==> config.mk <==
export PLATFORM = sky130hd
export DESIGN_NAME = pc_sequencer_flat
export DESIGN_NICKNAME = d
export VERILOG_FILES = /design/src/rtl/pc_sequencer_pkg.sv /design/src/rtl/pc_sequencer_if.sv /design/src/rtl/pc_sequencer_ras.sv /design/src/rtl/pc_sequencer.sv /design/src/flat_wrapper.sv
export SDC_FILE = /design/constraint.sdc
export NUM_CORES = 1
export LEC_CHECK = 0
export ABC_CLOCK_PERIOD_IN_PS = 3900
export CORE_UTILIZATION = 54
export CTS_CLUSTER_DIAMETER = 200
export DETAILED_ROUTE_END_ITERATION = 7
export PLACE_DENSITY = 0.8
export SLEW_MARGIN = 20
export SYNTH_ARGS = -nofsm -noshare
export SYNTH_HDL_FRONTEND = slang
export SYNTH_SLANG_ARGS = --single-unit
==> constraint.sdc <==
create_clock -name clk -period 3.9 [get_ports clk]
set_clock_uncertainty 0.15 [all_clocks]
set_input_delay 0.78 -clock clk [delete_from_list [all_inputs] [get_ports clk]]
set_output_delay 0.78 -clock clk [all_outputs]
set_load 0.005 [all_outputs]
==> src/rtl/pc_sequencer_pkg.sv <==
// Shared definitions for the PC sequencer: instruction field widths,
// the next-PC source enumeration and the branch target helper.
package pc_sequencer_pkg;

    // Width of the signed word offset carried by a conditional branch.
    localparam int OFFSET_W = 16;

    // Width of the pseudo-direct jump target field inst[25:0].
    localparam int TARGET_W = 26;

    // Widest address the branch helper works on; callers cast to and from it.
    localparam int MAX_W = 128;

    // Source chosen for the next PC value.
    typedef enum logic [2:0] {
        SEL_SEQ  = 3'd0,
        SEL_BR   = 3'd1,
        SEL_J    = 3'd2,
        SEL_JR   = 3'd3,
        SEL_RAS  = 3'd4,
        SEL_HOLD = 3'd5
    } next_sel_e;

    // Branch target: the word offset is sign-extended and scaled to bytes,
    // then added to pc+4. The caller keeps the low WIDTH bits, which gives
    // wrap-around modulo 2^WIDTH.
    function automatic logic [MAX_W-1:0] branch_target(
        input logic [MAX_W-1:0]    pc_plus4,
        input logic [OFFSET_W-1:0] offset
    );
        logic [MAX_W-1:0] byte_offset;
        byte_offset = {{(MAX_W-OFFSET_W-2){offset[OFFSET_W-1]}}, offset, 2'b00};
        return pc_plus4 + byte_offset;
    endfunction

endpackage

==> src/rtl/pc_sequencer_if.sv <==
// Bundle of the control inputs and PC/RAS outputs of the PC sequencer.
// The master side is the pipeline that drives the redirects; the slave side
// is the sequencer itself.
interface pc_sequencer_if
    import pc_sequencer_pkg::*;
#(
    parameter int WIDTH = 32
);

    logic                stall;
    logic                branch_taken;
    logic [OFFSET_W-1:0] branch_offset;
    logic                jump;
    logic [TARGET_W-1:0] jump_target;
    logic                jump_link;
    logic                jr;
    logic [WIDTH-1:0]    jr_addr;
    logic                jr_use_ras;
    logic [WIDTH-1:0]    pc;
    logic [WIDTH-1:0]    pc_plus4;
    logic                ras_empty;
    logic                ras_full;

    modport master (
        output stall,
        output branch_taken,
        output branch_offset,
        output jump,
        output jump_target,
        output jump_link,
        output jr,
        output jr_addr,
        output jr_use_ras,
        input  pc,
        input  pc_plus4,
        input  ras_empty,
        input  ras_full
    );

    modport slave (
        input  stall,
        input  branch_taken,
        input  branch_offset,
        input  jump,
        input  jump_target,
        input  jump_link,
        input  jr,
        input  jr_addr,
        input  jr_use_ras,
        output pc,
        output pc_plus4,
        output ras_empty,
        output ras_full
    );

endinterface

==> src/rtl/pc_sequencer_ras.sv <==
// Circular return-address stack. The pointer always names the next slot to
// write, so the top of stack sits one slot below it. Pushing into a full
// stack writes over the oldest entry, which is exactly the slot the pointer
// names once the stack has wrapped.
module ras_stack #(
    parameter int WIDTH     = 32,
    parameter int RAS_DEPTH = 4
) (
    input  logic             clk,
    input  logic             rst,
    input  logic             push,
    input  logic             pop,
    input  logic [WIDTH-1:0] din,
    output logic [WIDTH-1:0] top,
    output logic             empty,
    output logic             full
);

    localparam int PTR_W = (RAS_DEPTH > 1) ? $clog2(RAS_DEPTH) : 1;
    localparam int CNT_W = $clog2(RAS_DEPTH + 1);

    localparam logic [PTR_W-1:0] PTR_LAST  = PTR_W'(RAS_DEPTH - 1);
    localparam logic [CNT_W-1:0] CNT_FULL  = CNT_W'(RAS_DEPTH);

    logic [WIDTH-1:0] mem [RAS_DEPTH];
    logic [PTR_W-1:0] ptr;
    logic [PTR_W-1:0] ptr_inc;
    logic [PTR_W-1:0] ptr_dec;
    logic [CNT_W-1:0] count;
    logic             do_push;
    logic             do_pop;

    assign empty = (count == '0);
    assign full  = (count == CNT_FULL);

    // A pop into an empty stack is ignored; push wins if both ever arrive.
    assign do_push = push;
    assign do_pop  = pop && !push && !empty;

    // Neighbouring pointer values with wrap at RAS_DEPTH, which need not be
    // a power of two.
    always_comb begin
        ptr_inc = (ptr == PTR_LAST) ? '0 : ptr + PTR_W'(1);
        ptr_dec = (ptr == '0) ? PTR_LAST : ptr - PTR_W'(1);
    end

    assign top = mem[ptr_dec];

    // Pointer and occupancy; the count saturates at both ends.
    always_ff @(posedge clk) begin
        if (rst) begin
            ptr   <= '0;
            count <= '0;
        end else if (do_push) begin
            ptr <= ptr_inc;
            if (!full) begin
                count <= count + CNT_W'(1);
            end
        end else if (do_pop) begin
            ptr   <= ptr_dec;
            count <= count - CNT_W'(1);
        end
    end

    // Entry storage; contents are left alone on reset because nothing can
    // read them until a push has refilled the slot.
    always_ff @(posedge clk) begin
        if (!rst && do_push) begin
            mem[ptr] <= din;
        end
    end

endmodule

==> src/rtl/pc_sequencer.sv <==
// Program counter sequencer: holds the PC register, forms the branch, jump
// and register-jump targets, and picks the next PC by fixed priority
// (stall, jr, jump, branch, sequential). Return addresses for JAL are kept
// in a small circular stack so JR $ra can be predicted without the register.
module pc_sequencer
    import pc_sequencer_pkg::*;
#(
    parameter int               WIDTH     = 32,
    parameter int               RAS_DEPTH = 4,
    parameter logic [WIDTH-1:0] RESET_PC  = '0
) (
    input  logic          clk,
    input  logic          rst,
    pc_sequencer_if.slave bus
);

    logic [WIDTH-1:0] pc_q;
    logic [WIDTH-1:0] pc_next;
    logic [WIDTH-1:0] pc_plus4;
    logic [WIDTH-1:0] br_target;
    logic [WIDTH-1:0] j_target;
    logic [WIDTH-1:0] jr_target;
    logic [WIDTH-1:0] ras_top;
    logic             ras_empty;
    logic             ras_full;
    logic             ras_push;
    logic             ras_pop;
    next_sel_e        sel;

    assign pc_plus4 = pc_q + WIDTH'(4);

    assign br_target = WIDTH'(branch_target(MAX_W'(pc_plus4), bus.branch_offset));

    // The jump keeps the top four bits of pc+4 and splices in the field.
    assign j_target = {pc_plus4[WIDTH-1:28], bus.jump_target, 2'b00};

    // Register operand with the byte offset bits cleared.
    assign jr_target = bus.jr_addr & ~WIDTH'(3);

    // JAL links only when nothing of higher priority claims the cycle; a
    // return consumes the stack only when it actually takes the stacked value.
    assign ras_push = bus.jump && bus.jump_link && !bus.jr && !bus.stall;
    assign ras_pop  = bus.jr && bus.jr_use_ras && !ras_empty && !bus.stall;

    // Pick the next-PC source by priority.
    always_comb begin
        sel = SEL_SEQ;
        if (bus.stall) begin
            sel = SEL_HOLD;
        end else if (bus.jr) begin
            sel = (bus.jr_use_ras && !ras_empty) ? SEL_RAS : SEL_JR;
        end else if (bus.jump) begin
            sel = SEL_J;
        end else if (bus.branch_taken) begin
            sel = SEL_BR;
        end
    end

    // Route the selected target onto the next-PC bus.
    always_comb begin
        pc_next = pc_plus4;
        case (sel)
            SEL_HOLD: pc_next = pc_q;
            SEL_RAS:  pc_next = ras_top;
            SEL_JR:   pc_next = jr_target;
            SEL_J:    pc_next = j_target;
            SEL_BR:   pc_next = br_target;
            default:  pc_next = pc_plus4;
        endcase
    end

    // PC register; reset beats every other request in the same cycle.
    always_ff @(posedge clk) begin
        if (rst) begin
            pc_q <= RESET_PC;
        end else begin
            pc_q <= pc_next;
        end
    end

    ras_stack #(
        .WIDTH     (WIDTH),
        .RAS_DEPTH (RAS_DEPTH)
    ) u_ras (
        .clk   (clk),
        .rst   (rst),
        .push  (ras_push),
        .pop   (ras_pop),
        .din   (pc_plus4),
        .top   (ras_top),
        .empty (ras_empty),
        .full  (ras_full)
    );

    assign bus.pc        = pc_q;
    assign bus.pc_plus4  = pc_plus4;
    assign bus.ras_empty = ras_empty;
    assign bus.ras_full  = ras_full;

endmodule

==> src/flat_wrapper.sv <==
// flat-port wrapper written by rule: the top's interface ports become plain ports
module pc_sequencer_flat import pc_sequencer_pkg::*;
#(
    parameter int               WIDTH     = 32,
    parameter int               RAS_DEPTH = 4,
    parameter logic [WIDTH-1:0] RESET_PC  = '0
)
  (clk, rst, bus_stall, bus_branch_taken, bus_branch_offset, bus_jump, bus_jump_target, bus_jump_link, bus_jr, bus_jr_addr, bus_jr_use_ras, bus_pc, bus_pc_plus4, bus_ras_empty, bus_ras_full);
  pc_sequencer_if #(.WIDTH(WIDTH)) bus_i ();
  input  logic clk;
  input  logic rst;
  input wire logic [$bits(bus_i.stall)-1:0] bus_stall;
  input wire logic [$bits(bus_i.branch_taken)-1:0] bus_branch_taken;
  input wire logic [$bits(bus_i.branch_offset)-1:0] bus_branch_offset;
  input wire logic [$bits(bus_i.jump)-1:0] bus_jump;
  input wire logic [$bits(bus_i.jump_target)-1:0] bus_jump_target;
  input wire logic [$bits(bus_i.jump_link)-1:0] bus_jump_link;
  input wire logic [$bits(bus_i.jr)-1:0] bus_jr;
  input wire logic [$bits(bus_i.jr_addr)-1:0] bus_jr_addr;
  input wire logic [$bits(bus_i.jr_use_ras)-1:0] bus_jr_use_ras;
  output wire logic [$bits(bus_i.pc)-1:0] bus_pc;
  output wire logic [$bits(bus_i.pc_plus4)-1:0] bus_pc_plus4;
  output wire logic [$bits(bus_i.ras_empty)-1:0] bus_ras_empty;
  output wire logic [$bits(bus_i.ras_full)-1:0] bus_ras_full;
  assign bus_i.stall = bus_stall;
  assign bus_i.branch_taken = bus_branch_taken;
  assign bus_i.branch_offset = bus_branch_offset;
  assign bus_i.jump = bus_jump;
  assign bus_i.jump_target = bus_jump_target;
  assign bus_i.jump_link = bus_jump_link;
  assign bus_i.jr = bus_jr;
  assign bus_i.jr_addr = bus_jr_addr;
  assign bus_i.jr_use_ras = bus_jr_use_ras;
  assign bus_pc = bus_i.pc;
  assign bus_pc_plus4 = bus_i.pc_plus4;
  assign bus_ras_empty = bus_i.ras_empty;
  assign bus_ras_full = bus_i.ras_full;
  pc_sequencer #(.WIDTH(WIDTH), .RAS_DEPTH(RAS_DEPTH), .RESET_PC(RESET_PC)) u_core (.clk(clk), .rst(rst), .bus(bus_i));
endmodule
Yosys cells after proc, flatten, opt, wreduce, memory -nomap -nowiden
Memories as Yosys holds them, arrays and structs flattened.
Index checks and enable logic that the tools add are counted.
{"block": "classes", "n_eq_ne": 8, "mux": 15, "reduce_logical": 19, "n_addsub": 6}
{"cell": "one-hot mux 32 bit (5 select lines)", "count": 1}
{"cell": "adder 32 x 18 -> 32 bit", "count": 1}
{"cell": "adder 32 x 3 -> 32 bit, second input constant", "count": 1}
{"cell": "2-to-1 mux 3 bit", "count": 7}
{"cell": "logical AND 1 bit", "count": 10}
{"cell": "== test 3 bit, second input constant", "count": 3}
{"cell": "2-to-1 mux 2 bit", "count": 4}
{"cell": "== test 3 x 2 -> 1 bit, second input constant", "count": 2}
{"cell": "logical NOT 1 bit", "count": 5}
{"cell": "adder 3 x 1 -> 3 bit, second input constant", "count": 1}
{"cell": "== test 3 x 1 -> 1 bit, second input constant", "count": 1}
{"cell": "logical NOT 3 bit", "count": 1}
{"cell": "2-to-1 mux 1 bit", "count": 3}
{"cell": "subtractor 3 x 1 -> 3 bit, second input constant", "count": 1}
{"cell": "adder 2 x 1 -> 2 bit, second input constant", "count": 1}
{"cell": "== test 2 bit, second input constant", "count": 1}
{"cell": "logical NOT 2 bit", "count": 1}
{"cell": "!= test 2 bit, second input constant", "count": 1}
{"cell": "AND reduction 2 bit", "count": 1}
{"cell": "nonzero test 2 bit", "count": 1}
{"cell": "subtractor 2 x 1 -> 2 bit, second input constant", "count": 1}
{"block": "totals", "ram_bits": 128, "wordCells": 52, "input_bits": 82, "mem_count": 1, "register_bits": 37}
{"memory": "u_core.u_ras.mem", "depth": 4, "word_bits": 32, "rd": 1, "rd_clocked_by_memory_dff": 0, "write_ports": 1, "line": "pc_sequencer_ras.sv:25", "source": "logic [WIDTH-1:0] mem [RAS_DEPTH];"}

Longest topological paths before layout
{"block": "depth", "word_depth": 8, "mapped_depth": 16}

Cells and area by module
A second synthesis with hierarchy kept.
{"block": "unflattened", "cells_unflattened": 798, "hier_area_um2": 9253.9}
{"module": "ras_stack", "cells_per_inst": 246, "instances": 1, "area_each_um2": 5114.9}
{"module": "pc_sequencer", "cells_per_inst": 552, "instances": 1, "area_each_um2": 4139.0}

Worst setup path after synthesis
OpenSTA, ideal clock, no wires.
{"block": "synth_timing", "path_type": "register -> register", "startpoint": "register u_core.pc_q[9], in the netlist u_core.bus.pc[9]", "endpoint": "register u_core.pc_q[29], in the netlist u_core.bus.pc[29]", "setup_slack_ns": 0.174, "path_stages_with_launch": 15, "path_buffers": 1, "t_arrival_ns": 3.454, "setup_ns": 0.122, "path_cell_list": "dfxtp_1 and4_4 nand4_4 or2_4 nor3_2 xor2_1 ha_1 clkbuf_1 a21oi_1 o21ai_0 or3_1 o21a_1 a31oi_1 nor3_1 a221o_1"}
{"block": "synth_via", "elab_chain_len": 3}
{"element": "start, declared", "line": "pc_sequencer.sv:17", "source": "logic [WIDTH-1:0] pc_q;"}
{"element": "start signal, assigned", "line": "pc_sequencer.sv:77", "source": "pc_q <= pc_next;"}
{"element": "adder 32 x 3 -> 32 bit", "line": "pc_sequencer.sv:30", "source": "assign pc_plus4 = pc_q + WIDTH'(4);"}
{"element": "net bus_pc_plus4[24]", "line": "flat_wrapper.sv:22", "source": "output wire logic [$bits(bus_i.pc_plus4)-1:0] bus_pc_plus4;"}
{"element": "adder 32 x 18 -> 32 bit", "line": "pc_sequencer_pkg.sv:33", "source": "return pc_plus4 + byte_offset;"}
{"element": "one-hot mux 32 bit (5 select lines)", "line": "pc_sequencer.sv:62", "source": "case (sel)"}
The timed path passes the listed nets, and every way through them passes these cells.
A chain may end at the register's enable or synchronous reset.

Worst setup path in the final report
{"block": "layout_timing", "startpoint": "register u_core.pc_q[16], in the netlist u_core.bus.pc[16]", "endpoint": "output bus_pc_plus4[27]"}
{"block": "layout_via", "elab_chain_len": 1}
{"element": "adder 32 x 3 -> 32 bit", "line": "pc_sequencer.sv:30"}
{"element": "end, declared", "line": "flat_wrapper.sv:22"}
No other way between the ends.

==> reports/summary.md <==
The run finished with clean final reports. Setup repair after global routing left no endpoint under its margin. The antenna diode count came out at 0.

The worst setup path is captured at an output pin. For this design the ratio of total power to cell area is 392.0 mW/mm². Cell internal power was estimated by the tool at 3.403 mW. The share of total power dissipated in the clock network is 36.3%. At the pin with the least slew margin, the transition time is 783.9 ps.

The sequential area share after synthesis was 49.84%. Of the total power, registers draw 42.4%. Measured along the y axis, the die boundary spans 132.5 µm. STA puts the critical path data arrival time at 2900 ps. The cell area that synthesis handed to floorplanning was 0.009199 mm². In this run the deepest clock path goes through 2 buffers.

The share of synthesized registers carrying an async set or reset is 0%, and the wire length of the first global-routing pass is 41,010 µm. Max-cap violations in this run came to 0. The detailed-routing iteration count for the pre-antenna-repair pass came out at 5. The cell area after layout was 0.01198 mm². The logs give 18,940 µm for the placed wire-length estimate and 4 for the depth of the CTS H-tree. The peak per-stage delay on the critical path works out to 500 ps. The share of Yosys cell area claimed by the top area cell type works out to 41.78%. Initial core utilization: 55.47%. In this run, synthesis produced a sequential element count of 165. The worst hold path belongs to the class flip-flop to flip-flop. The count of pins on the block boundary is 148, and the site row count is 47.

The setup path with the least slack is of type flip-flop to output pin. A synthesized cell averages 11.90 µm². The clock period minus worst slack is 3829 ps, and the detailed-route wire length is 26,670 µm.

In this run, the combinational gates consume 21.4% of the power. In this run switching power makes up 27.56% of total power. Number of enable flip-flop cells after synthesis: 128. The post-route netlist has 17.53% of its cells at a drive strength greater than 1. For this run, the total global-route usage over all layers was measured as 31.05%. Entering global routing, the biggest net connects 44 pins. The net switching power is 1.294 mW, and the final number of hold-violating endpoints is 0. After detailed routing, the number of remaining DRC violations is 0. The via density per instance was 6.320. The clock insertion delay at the later pin of the skew report is 430 ps. The total overflow left after global routing is 0. The final cycle utilization of the critical path was 98.18%.

Clock sink total: 165. Via total after detailed routing: 7,628. The die covers 0.01756 mm².

The Yosys step of the flow raised 0 warnings. Input and output buffers added on the ports amount to 145. Measured along the x axis, the die boundary spans 132.5 µm. The family with the most delay on the worst path was simple AND/OR/NAND/NOR gates.

The run gives 7,489 as the number of global-route vias before repair. The setup TNS is 0 ps, and the count of distinct cell types in the synthesized netlist is 72. Traced cell by cell, the critical path runs through and4_1 -> nand3_2 -> nor3_4 -> and3_1 -> xor2_1 -> buf_4 -> clkdlybuf4s50_1. The net count of the finished layout is 1,098. The logs give 2970 ps for the data required time at the worst endpoint and 0.9692 for the final weighted congestion of routability-driven global placement. After clock tree synthesis, the clock-pin slew on the worst setup and hold paths is 70 ps. The post-detailed-route wirelength per cell works out to 22.09 µm. TritonCTS built the clock tree. The number of inserted filler cells in the final layout was 1,188. The post-synth net total came out at 897. The tools report the final-report setup violation count as 0. After clock tree synthesis, the setup repair step added 0 buffers.

Of all cell types, the one taking the most synthesized area is sky130_fd_sc_hd__edfxtp_1. The area of the core region was 0.01658 mm²; the timing-limited maximum frequency was 261.2 MHz. Among all flip-flop cells after synthesis, the most frequent one is sky130_fd_sc_hd__edfxtp_1. Relative to the synthesized area, the layout overhead comes to 30.25%. The tools report the DRC violation total after the first TritonRoute iteration as 746.

After detailed placement, the total cell area comes to 0.01135 mm². The number of buffers and inverters on the critical path is 2. By area the synthesized netlist is led by sky130_fd_sc_hd__edfxtp_1 42%, sky130_fd_sc_hd__dfxtp_1 8.1%, sky130_fd_sc_hd__mux4_2 7.8%.

The count of pins over their slew limit was 0; the gate count after technology mapping was 773. Along the worst path, the maximum fanout reaches 5. The headroom to the max-slew limit was 47.55%. The static leakage is 4.391 nW, and the residual antenna-violating net count after detailed routing is 0. On the critical path, the stage with the largest delay is an instance of sky130_fd_sc_hd__clkdlybuf4s50_1. Across the VDD grid, the largest voltage drop is 318.8 µV.

The tools report the number of antenna violations at the first check in global routing as 0. The tree is rooted in a sky130_fd_sc_hd__clkbuf_16. The number of buffers created by CTS is 17. The kind of launch point of the worst setup path was a flip-flop.
## Yosys cell counts, drive strengths merged (2+ instances only)
| cell type | instances |
|---|---|
| o31ai | 2 |
| fa | 2 |
| or2 | 4 |
| ha | 40 |
| nand3 | 24 |
| o21ai | 51 |
| buf | 12 |
| a41oi | 2 |
| nand4 | 14 |
| o21bai | 7 |
| xnor2 | 32 |
| nor3 | 14 |
| dfxtp | 37 |
| a21boi | 5 |
| o31a | 2 |
| o22ai | 5 |
| a221oi | 29 |
| clkbuf | 30 |
| a21oi | 60 |
| and2 | 6 |
| nand2b | 2 |
| nor2b | 4 |
| a221o | 25 |
| edfxtp | 128 |
| and4 | 5 |
| nor2 | 32 |
| xor2 | 17 |
| a31oi | 7 |
| mux4 | 32 |
| and3 | 13 |
| nor3b | 3 |
| or3 | 6 |
| a211oi | 3 |
| a21o | 8 |
| o21a | 7 |
| o211ai | 8 |
| inv | 25 |
| a2111oi | 2 |
| nand2 | 51 |
## what timing repair did
item,in CTS,in global routing
endpoints found under the hold margin,0,0
hold buffers,0,0
setup endpoints to repair,2,13
pin swaps,0,2
gates resized for setup,2,8
## kinds of logic after synthesis
kind of cell               share of synthesized area [%]
adders and majority gates                          5.876
muxes                                              8.066
and+or+nand+nor                                    10.72
AOI/OAI and AO/OA                                  17.45
xor gates and xnor gates                           5.005
DFF                                                49.84
buffers and inverters                              3.047
## per-stage QoR
step,util (%),worst slack (ps),hold slack [ps],total power [mW],cells
after floorplan,-,174.1,315.4,2.544,773
after global placement,68.44,163.3,336.0,2.988,1175
after detailed placement,68.44,112.9,342.7,3.003,1175
after CTS,72.11,40.26,360.5,4.693,1207
after global routing,72.25,3.770,394.2,4.859,1207
final,72.25,71.15,363.4,4.697,1207
## path summary, 6_finish.rpt
kind                          to  cells after the start           startpoint  slack, ps
max             bus_pc_plus4[27]                      7    u_core.bus.pc[16]         70
min          u_core.u_ras.ptr[0]                      1  u_core.u_ras.ptr[0]        360
max reg2reg    u_core.bus.pc[26]                     13    u_core.bus.pc[12]        170
min reg2reg  u_core.u_ras.ptr[0]                      1  u_core.u_ras.ptr[0]        360
## per-layer routing
layer,global-route usage [%],part of all wire (%),vias up
li1,-,-,3464
met1,41.51,41,3715
met2,50.76,49,391
met3,4.483,7.2,58
met4,13.47,3.1,0
met5,0,0,-
## sequential cells by signal, summed over array words and instances (netlist names)
register	flops
u_core.u_ras.count	3
u_core.bus.pc	32
u_core.u_ras.mem	128
u_core.u_ras.ptr	2
## area by class of cell
cell class / instances / area (µm²) / area share (%)
Sequential cell: 165 / 4586 / 38.27
Multi-Input combinational cell: 541 / 4382 / 36.57
Timing Repair Buffer: 224 / 2052 / 17.13
Clock inverter: 15 / 167.7 / 1.399
Clock buffer: 17 / 425.4 / 3.551
Inverter: 25 / 93.84 / 0.7832
Tap cell: 220 / 275.3 / 2.297
## cell usage in the layout (no fill, tap or decap), types with 13 or more instances in the layout
| cell | instances |
|---|---|
| sky130_fd_sc_hd__a21oi_1 | 59 |
| sky130_fd_sc_hd__clkbuf_16 | 17 |
| sky130_fd_sc_hd__a221oi_1 | 28 |
| sky130_fd_sc_hd__dfxtp_1 | 36 |
| sky130_fd_sc_hd__nand3_1 | 22 |
| sky130_fd_sc_hd__mux4_2 | 32 |
| sky130_fd_sc_hd__nand2_1 | 51 |
| sky130_fd_sc_hd__xnor2_1 | 29 |
| sky130_fd_sc_hd__a221o_1 | 25 |
| sky130_fd_sc_hd__inv_1 | 25 |
| sky130_fd_sc_hd__and3_1 | 13 |
| sky130_fd_sc_hd__o21ai_0 | 49 |
| sky130_fd_sc_hd__xor2_1 | 15 |
| sky130_fd_sc_hd__edfxtp_1 | 128 |
| sky130_fd_sc_hd__ha_1 | 40 |
| sky130_fd_sc_hd__nor2_1 | 30 |
| sky130_fd_sc_hd__buf_4 | 78 |
| sky130_fd_sc_hd__clkdlybuf4s50_1 | 144 |
## power groups by stage
stage          logic [mW]  registers (mW)  clock network, mW
6_report             1.00            1.99               1.70
5_1_grt              1.09            1.99               1.78
4_1_cts             0.991            1.99               1.71
3_5_place_dp        0.978            2.03                  0
3_3_place_gp        0.965            2.02                  0
2_1_floorplan       0.515            2.03                  0
(Power assumes the default switching activity.)
